## config.mk

```make
export PLATFORM = sky130hd
export DESIGN_NAME = hex_display_driver_flat
export DESIGN_NICKNAME = d
export VERILOG_FILES = /design/src/rtl/hex_display_driver_if.sv /design/src/rtl/hex_display_driver.sv /design/src/flat_wrapper.sv
export SDC_FILE = /design/constraint.sdc
export NUM_CORES = 1
export LEC_CHECK = 0
export ABC_AREA = 1
export CORE_MARGIN = 2
export CORE_UTILIZATION = 35
export CTS_BUF_LIST = sky130_fd_sc_hd__clkbuf_8
export DETAILED_ROUTE_END_ITERATION = 12
export RECOVER_POWER = 50
export SETUP_SLACK_MARGIN = 0.02
export SLEW_MARGIN = 10
export SYNTH_ARGS = -nofsm -noshare
export SYNTH_HDL_FRONTEND = slang
export SYNTH_SLANG_ARGS = --single-unit
```

## constraint.sdc

```tcl
create_clock -name Clk -period 1.9 [get_ports Clk]
set_clock_uncertainty 0.1 [all_clocks]
set_input_delay 0.19 -clock Clk [delete_from_list [all_inputs] [get_ports Clk]]
set_output_delay 0.19 -clock Clk [all_outputs]
set_load 0.01 [all_outputs]
```

## src/rtl/hex_display_driver_if.sv

```systemverilog
// Bundles the value/strobe inputs and the multiplexed display outputs of hex_display_driver.
// master drives value, load, dp and blank requests; slave (the driver) drives the display lines.
interface hex_display_driver_if;
   logic [15:0] disp_val;
   logic        load;
   logic [3:0]  dp_in;
   logic        blank;
   logic [7:0]  hex_seg;
   logic [3:0]  hex_grid;
   logic        frame_tick;

   modport master (
      output disp_val,
      output load,
      output dp_in,
      output blank,
      input  hex_seg,
      input  hex_grid,
      input  frame_tick
   );

   modport slave (
      input  disp_val,
      input  load,
      input  dp_in,
      input  blank,
      output hex_seg,
      output hex_grid,
      output frame_tick
   );
endinterface

```

## src/rtl/hex_display_driver.sv

```systemverilog
// Four-digit multiplexed hex display driver with frame-synchronous value commit.
// Optional HEX_LEADING_ZERO_BLANK_EN: dark segments on leading-zero digits 3..1.
module hex_display_driver #(
   parameter int REFRESH_DIV = 50000
) (
   input  logic               Clk,
   input  logic               Reset,
   hex_display_driver_if.slave disp
);

   localparam int CNT_W = (REFRESH_DIV > 1) ? $clog2(REFRESH_DIV) : 1;
   localparam logic [CNT_W-1:0] CNT_MAX = CNT_W'(REFRESH_DIV - 1);

   // scan state
   logic [CNT_W-1:0] refresh_cnt_reg, refresh_cnt_next;
   logic [1:0]       digit_idx_reg, digit_idx_next;
   logic             tick;
   logic             frame_boundary;

   // value path
   logic [15:0]      shadow_reg, shadow_next;
   logic [15:0]      active_reg, active_next;
   logic             pending_reg, pending_next;

   // registered outputs
   logic [7:0]       hex_seg_reg, hex_seg_next;
   logic [3:0]       hex_grid_reg, hex_grid_next;
   logic             frame_tick_reg;

   logic [3:0]       digit_nib [4];
   logic [3:0]       lz_suppress;

   function automatic logic [6:0] seg_decode(input logic [3:0] nib);
      logic [6:0] segs;
      case (nib)
         4'h0:    segs = 7'h40;
         4'h1:    segs = 7'h79;
         4'h2:    segs = 7'h24;
         4'h3:    segs = 7'h30;
         4'h4:    segs = 7'h19;
         4'h5:    segs = 7'h12;
         4'h6:    segs = 7'h02;
         4'h7:    segs = 7'h78;
         4'h8:    segs = 7'h00;
         4'h9:    segs = 7'h10;
         4'hA:    segs = 7'h08;
         4'hB:    segs = 7'h03;
         4'hC:    segs = 7'h46;
         4'hD:    segs = 7'h21;
         4'hE:    segs = 7'h06;
         default: segs = 7'h0E;
      endcase
      return segs;
   endfunction

   genvar gi;
   generate
      for (gi = 0; gi < 4; gi++) begin : g_nib
         assign digit_nib[gi] = active_reg[4*gi +: 4];
      end
   endgenerate

`ifdef HEX_LEADING_ZERO_BLANK_EN
   // A digit is a leading zero when it and every higher nibble are zero; digit 0 always shows.
   assign lz_suppress[0] = 1'b0;
   generate
      for (gi = 1; gi < 4; gi++) begin : g_lz
         assign lz_suppress[gi] = ~|active_reg[15:4*gi];
      end
   endgenerate
`else
   assign lz_suppress = 4'b0000;
`endif

   assign tick           = (refresh_cnt_reg == CNT_MAX);
   assign frame_boundary = tick && (digit_idx_reg == 2'd3);

   // ---------------- scan: state register ----------------
   always_ff @(posedge Clk) begin
      if (Reset) begin
         refresh_cnt_reg <= '0;
         digit_idx_reg   <= 2'd0;
      end else begin
         refresh_cnt_reg <= refresh_cnt_next;
         digit_idx_reg   <= digit_idx_next;
      end
   end

   // ---------------- scan: next state ----------------
   always_comb begin
      refresh_cnt_next = refresh_cnt_reg + 1'b1;
      digit_idx_next   = digit_idx_reg;
      if (tick) begin
         refresh_cnt_next = '0;
         digit_idx_next   = digit_idx_reg + 2'd1;
      end
   end

   // ---------------- scan: output decode ----------------
   always_comb begin
      hex_grid_next = 4'hF;
      hex_seg_next  = 8'hFF;
      if (!disp.blank) begin
         hex_grid_next = ~(4'b0001 << digit_idx_reg);
         hex_seg_next  = {~disp.dp_in[digit_idx_reg],
                          lz_suppress[digit_idx_reg] ? 7'h7F
                                                     : seg_decode(digit_nib[digit_idx_reg])};
      end
   end

   // A load landing on the boundary bypasses the shadow so it is not lost or delayed a frame.
   always_comb begin
      shadow_next  = shadow_reg;
      active_next  = active_reg;
      pending_next = pending_reg;
      if (disp.load) begin
         shadow_next = disp.disp_val;
      end
      if (frame_boundary) begin
         if (disp.load) begin
            active_next = disp.disp_val;
         end else if (pending_reg) begin
            active_next = shadow_reg;
         end
         pending_next = 1'b0;
      end else if (disp.load) begin
         pending_next = 1'b1;
      end
   end

   always_ff @(posedge Clk) begin
      if (Reset) begin
         shadow_reg  <= 16'h0000;
         active_reg  <= 16'h0000;
         pending_reg <= 1'b0;
      end else begin
         shadow_reg  <= shadow_next;
         active_reg  <= active_next;
         pending_reg <= pending_next;
      end
   end

   always_ff @(posedge Clk) begin
      if (Reset) begin
         hex_seg_reg    <= 8'hFF;
         hex_grid_reg   <= 4'hF;
         frame_tick_reg <= 1'b0;
      end else begin
         hex_seg_reg    <= hex_seg_next;
         hex_grid_reg   <= hex_grid_next;
         frame_tick_reg <= frame_boundary;
      end
   end

   assign disp.hex_seg    = hex_seg_reg;
   assign disp.hex_grid   = hex_grid_reg;
   assign disp.frame_tick = frame_tick_reg;

endmodule

```

## src/flat_wrapper.sv

```systemverilog
// flat-port wrapper written by rule: the top's interface ports become plain ports
module hex_display_driver_flat 
#(
   parameter int REFRESH_DIV = 50000
)
  (Clk, Reset, disp_disp_val, disp_load, disp_dp_in, disp_blank, disp_hex_seg, disp_hex_grid, disp_frame_tick);
  hex_display_driver_if disp_i ();
  input  logic Clk;
  input  logic Reset;
  input wire logic [$bits(disp_i.disp_val)-1:0] disp_disp_val;
  input wire logic [$bits(disp_i.load)-1:0] disp_load;
  input wire logic [$bits(disp_i.dp_in)-1:0] disp_dp_in;
  input wire logic [$bits(disp_i.blank)-1:0] disp_blank;
  output wire logic [$bits(disp_i.hex_seg)-1:0] disp_hex_seg;
  output wire logic [$bits(disp_i.hex_grid)-1:0] disp_hex_grid;
  output wire logic [$bits(disp_i.frame_tick)-1:0] disp_frame_tick;
  assign disp_i.disp_val = disp_disp_val;
  assign disp_i.load = disp_load;
  assign disp_i.dp_in = disp_dp_in;
  assign disp_i.blank = disp_blank;
  assign disp_hex_seg = disp_i.hex_seg;
  assign disp_hex_grid = disp_i.hex_grid;
  assign disp_frame_tick = disp_i.frame_tick;
  hex_display_driver #(.REFRESH_DIV(REFRESH_DIV)) u_core (.Clk(Clk), .Reset(Reset), .disp(disp_i));
endmodule
```

==> results_dict.tcl <==
set metrics [dict create \
    hp-class "flip-flop to flip-flop" \
    synth.cell_area_sq_um 2980 \
    crit_required_ns 2.02 \
    grt_max_degree 35 \
    synthToLayoutAreaGrowth_pct 23.1 \
    antenna_left 0 \
    hold_end "u_core.refresh_cnt_reg[0]" \
    synth_edf_count 0 \
    grt_setup_unrepaired "no" \
    crit_arrival_ns 1.83 \
    grt_pass1_vias 2397 \
    async_flop_share 0 \
    cts_root_buf "clkbuf_8" \
    finalSetupTns_ns 0 \
    route.vias.total 2610 \
    setup-violations-final 0 \
    drt_pass1_iterations 5 \
    p_per_area_nw_per_um2 752 \
    clk_path_buf_depth 2 \
    power_leakage_nw 1.46 \
    cts_tree "done" \
    drive_gt1_frac 0.0835 \
    grt_usage 0.151 \
    maxCapViolations 0 \
    fin_nets 485 \
    globalplace.congestion 0.928 \
    clock-sinks 64 \
    ctsHoldBuffers 0 \
    routedWlPerCell_um 11.2 \
    status "completed" \
    period_minus_slack_ns 1.71 \
    antenna_found_initial 0 \
    grt_overflow 0 \
    syn_nets 447 \
    syn_inst 412 \
    fp.dieW_um 96.3 \
    start_util 0.361 \
    start_kind "flip-flop" \
    path_max_fanout 7 \
    synthSimpleGateAreaFrac 0.293 \
    r2r_setup_slack_ns 0.19 \
    peakVddDrop_mv 0.316 \
    fillers 856 \
    dp_slack_ns 0.0930 \
    synth_cell_types 28 \
    crit_start "u_core.digit_idx_reg[0]" \
    min-delay-start "u_core.refresh_cnt_reg[0]" \
    ff2ff_path_depth 10 \
    setup_ws_ns 0.188 \
    core_area_sq_um 8260 \
    die_area_sq_um 9280 \
    fp.dieH_um 96.3 \
    dp_cells 544 \
    drt_iter0_markers 120 \
    clk_latency_ns 0.35 \
    min_path_cells 1 \
    synthMuxAreaShare 0 \
    avgSynthCellArea_sq_um 7.24 \
    synth_top_family_by_area "simple AND/OR/NAND/NOR gates" \
    fin_total_pwr_mw 2.76 \
    wl_mm 6.30 \
    ys_ff_latch 64 \
    regToRegEndpoint "u_core.disp.hex_seg[6]" \
    io_pins 37 \
    hold_viol 0 \
    cts_resized 0 \
    path_clk_slew_ns 0.08 \
    final_max_slew_viol_count 0 \
    cts_setup_buffers 0 \
    tightest_slew_ns 0.586 \
    numCtsBuffers 9 \
    worstSetupPathType "flip-flop to flip-flop" \
    final_util 0.445 \
    max_slew_margin 0.609 \
    rr_startpoint "u_core.digit_idx_reg[0]" \
    antenna_cells 0 \
    end_kind "flip-flop" \
    final.period_utilization 0.901 \
    maxClockFrequency_mhz 584 \
    htreeDepth 3 \
    viasPerCell 4.66 \
    synth_compound_area_frac 0.114 \
    yosysSeqAreaShare 0.429 \
    synth_ff_type "dfxtp_1" \
    place_hpwl_mm 4.53 \
    grt_pass1_wl_mm 10.9 \
    ys.warnings.count 0 \
    port_buffers 36 \
    synth_adder_area_share 0.0461 \
    synth-xor-area-share 0.00881 \
    post-route-drc-count 0 \
    rows 33 \
    fin_cells 560 \
]
layout make-up:
cell class	count	area [sq um]	share of cell area
clock buffer	9	124	0.0337
clock inverter	7	72.6	0.0198
inverter	60	225	0.0613
multi-input combinational	269	1390	0.379
sequential	64	1280	0.350
tap	105	131	0.0358
timing repair buffer	46	445	0.121
stage by stage:
stage	hold WS [ns]	area, sq um
floorplan	0.277	2980
global placement	0.329	3470
detailed placement	0.356	3470
CTS	0.366	3660
global route	0.391	3670
finish	0.356	3670
synth_stat cells (4+ instances only):
cell,n,area (sq um)
ha_1,11,138
nor2_1,40,150
o21a_1,16,120
nand2_1,93,349
nand4_1,23,144
inv_2,4,15.0
clkbuf_1,9,33.8
nor3_1,4,20.0
a21oi_1,28,140
o21ai_0,9,45.0
dfxtp_1,64,1280
inv_1,56,210
nand3_1,28,140
buf_2,6,30.0
metal layers:
layer,track usage,up-vias,wire length [um]
li1,-,1403,-
met1,0.214,1139,3370
met2,0.211,57,2540
met3,0.0337,11,288
met4,0.0798,0,97
met5,0,-,0
kinds of logic after synthesis:
family,count (synthesis)
adders and majority gates,11
xor gates and xnor gates,3
and+or+nand+nor,197
buffers and inverters,79
DFF,64
AOI/OAI and AO/OA,58
power by group:
part	switching (mW)	internal (mW)	total, mW	leakage [nW]
clock	0.567	0.605	1.17	0.0952
combinational	0.0982	0.101	0.199	0.842
sequential	0.0107	1.38	1.39	0.524
total	0.676	2.08	2.76	1.46
worst max path at each step:
stage	end	slack, ns	cells after the start
2_1_floorplan	u_core.disp.hex_seg[0]	0.22	11
3_3_place_gp	u_core.disp.hex_seg[0]	0.17	10
3_5_place_dp	u_core.disp.hex_seg[0]	0.09	10
4_1_cts	u_core.disp.hex_seg[0]	0.08	10
5_1_grt	u_core.disp.hex_seg[6]	0.02	10
6_report	u_core.disp.hex_seg[6]	0.19	10
cell usage in the layout, fill, tap and decap left out, types with 2 or more instances in the layout:
master and count:
clkinv_2 2, dfxtp_2 2, a21oi_1 28, ha_1 11, dlygate4sd3_1 15, nand2_2 2
o21a_1 16, clkinv_4 2, clkdlybuf4s50_1 21, o211ai_1 3, nor2_1 40, nand4_1 23
nor3_1 4, o21ai_0 9, inv_1 56, nand2_1 92, inv_2 4, dfxtp_1 62
nor2_2 2, xor2_1 3, buf_4 6, nand3_1 28, clkbuf_8 9, clkinvlp_4 2
worst max-delay path, cell delays in order, from the launching register on:
cell and delay, ns:
dfxtp_2 0.38, inv_1 0.12, nand2_1 0.09, nand3_1 0.07, nand2_1 0.15, inv_1 0.12
ha_1 0.23, nand2_1 0.10, o21ai_0 0.08, nand2_1 0.06, nand3_1 0.07
No activity file was read; power rests on OpenSTA's default activity.
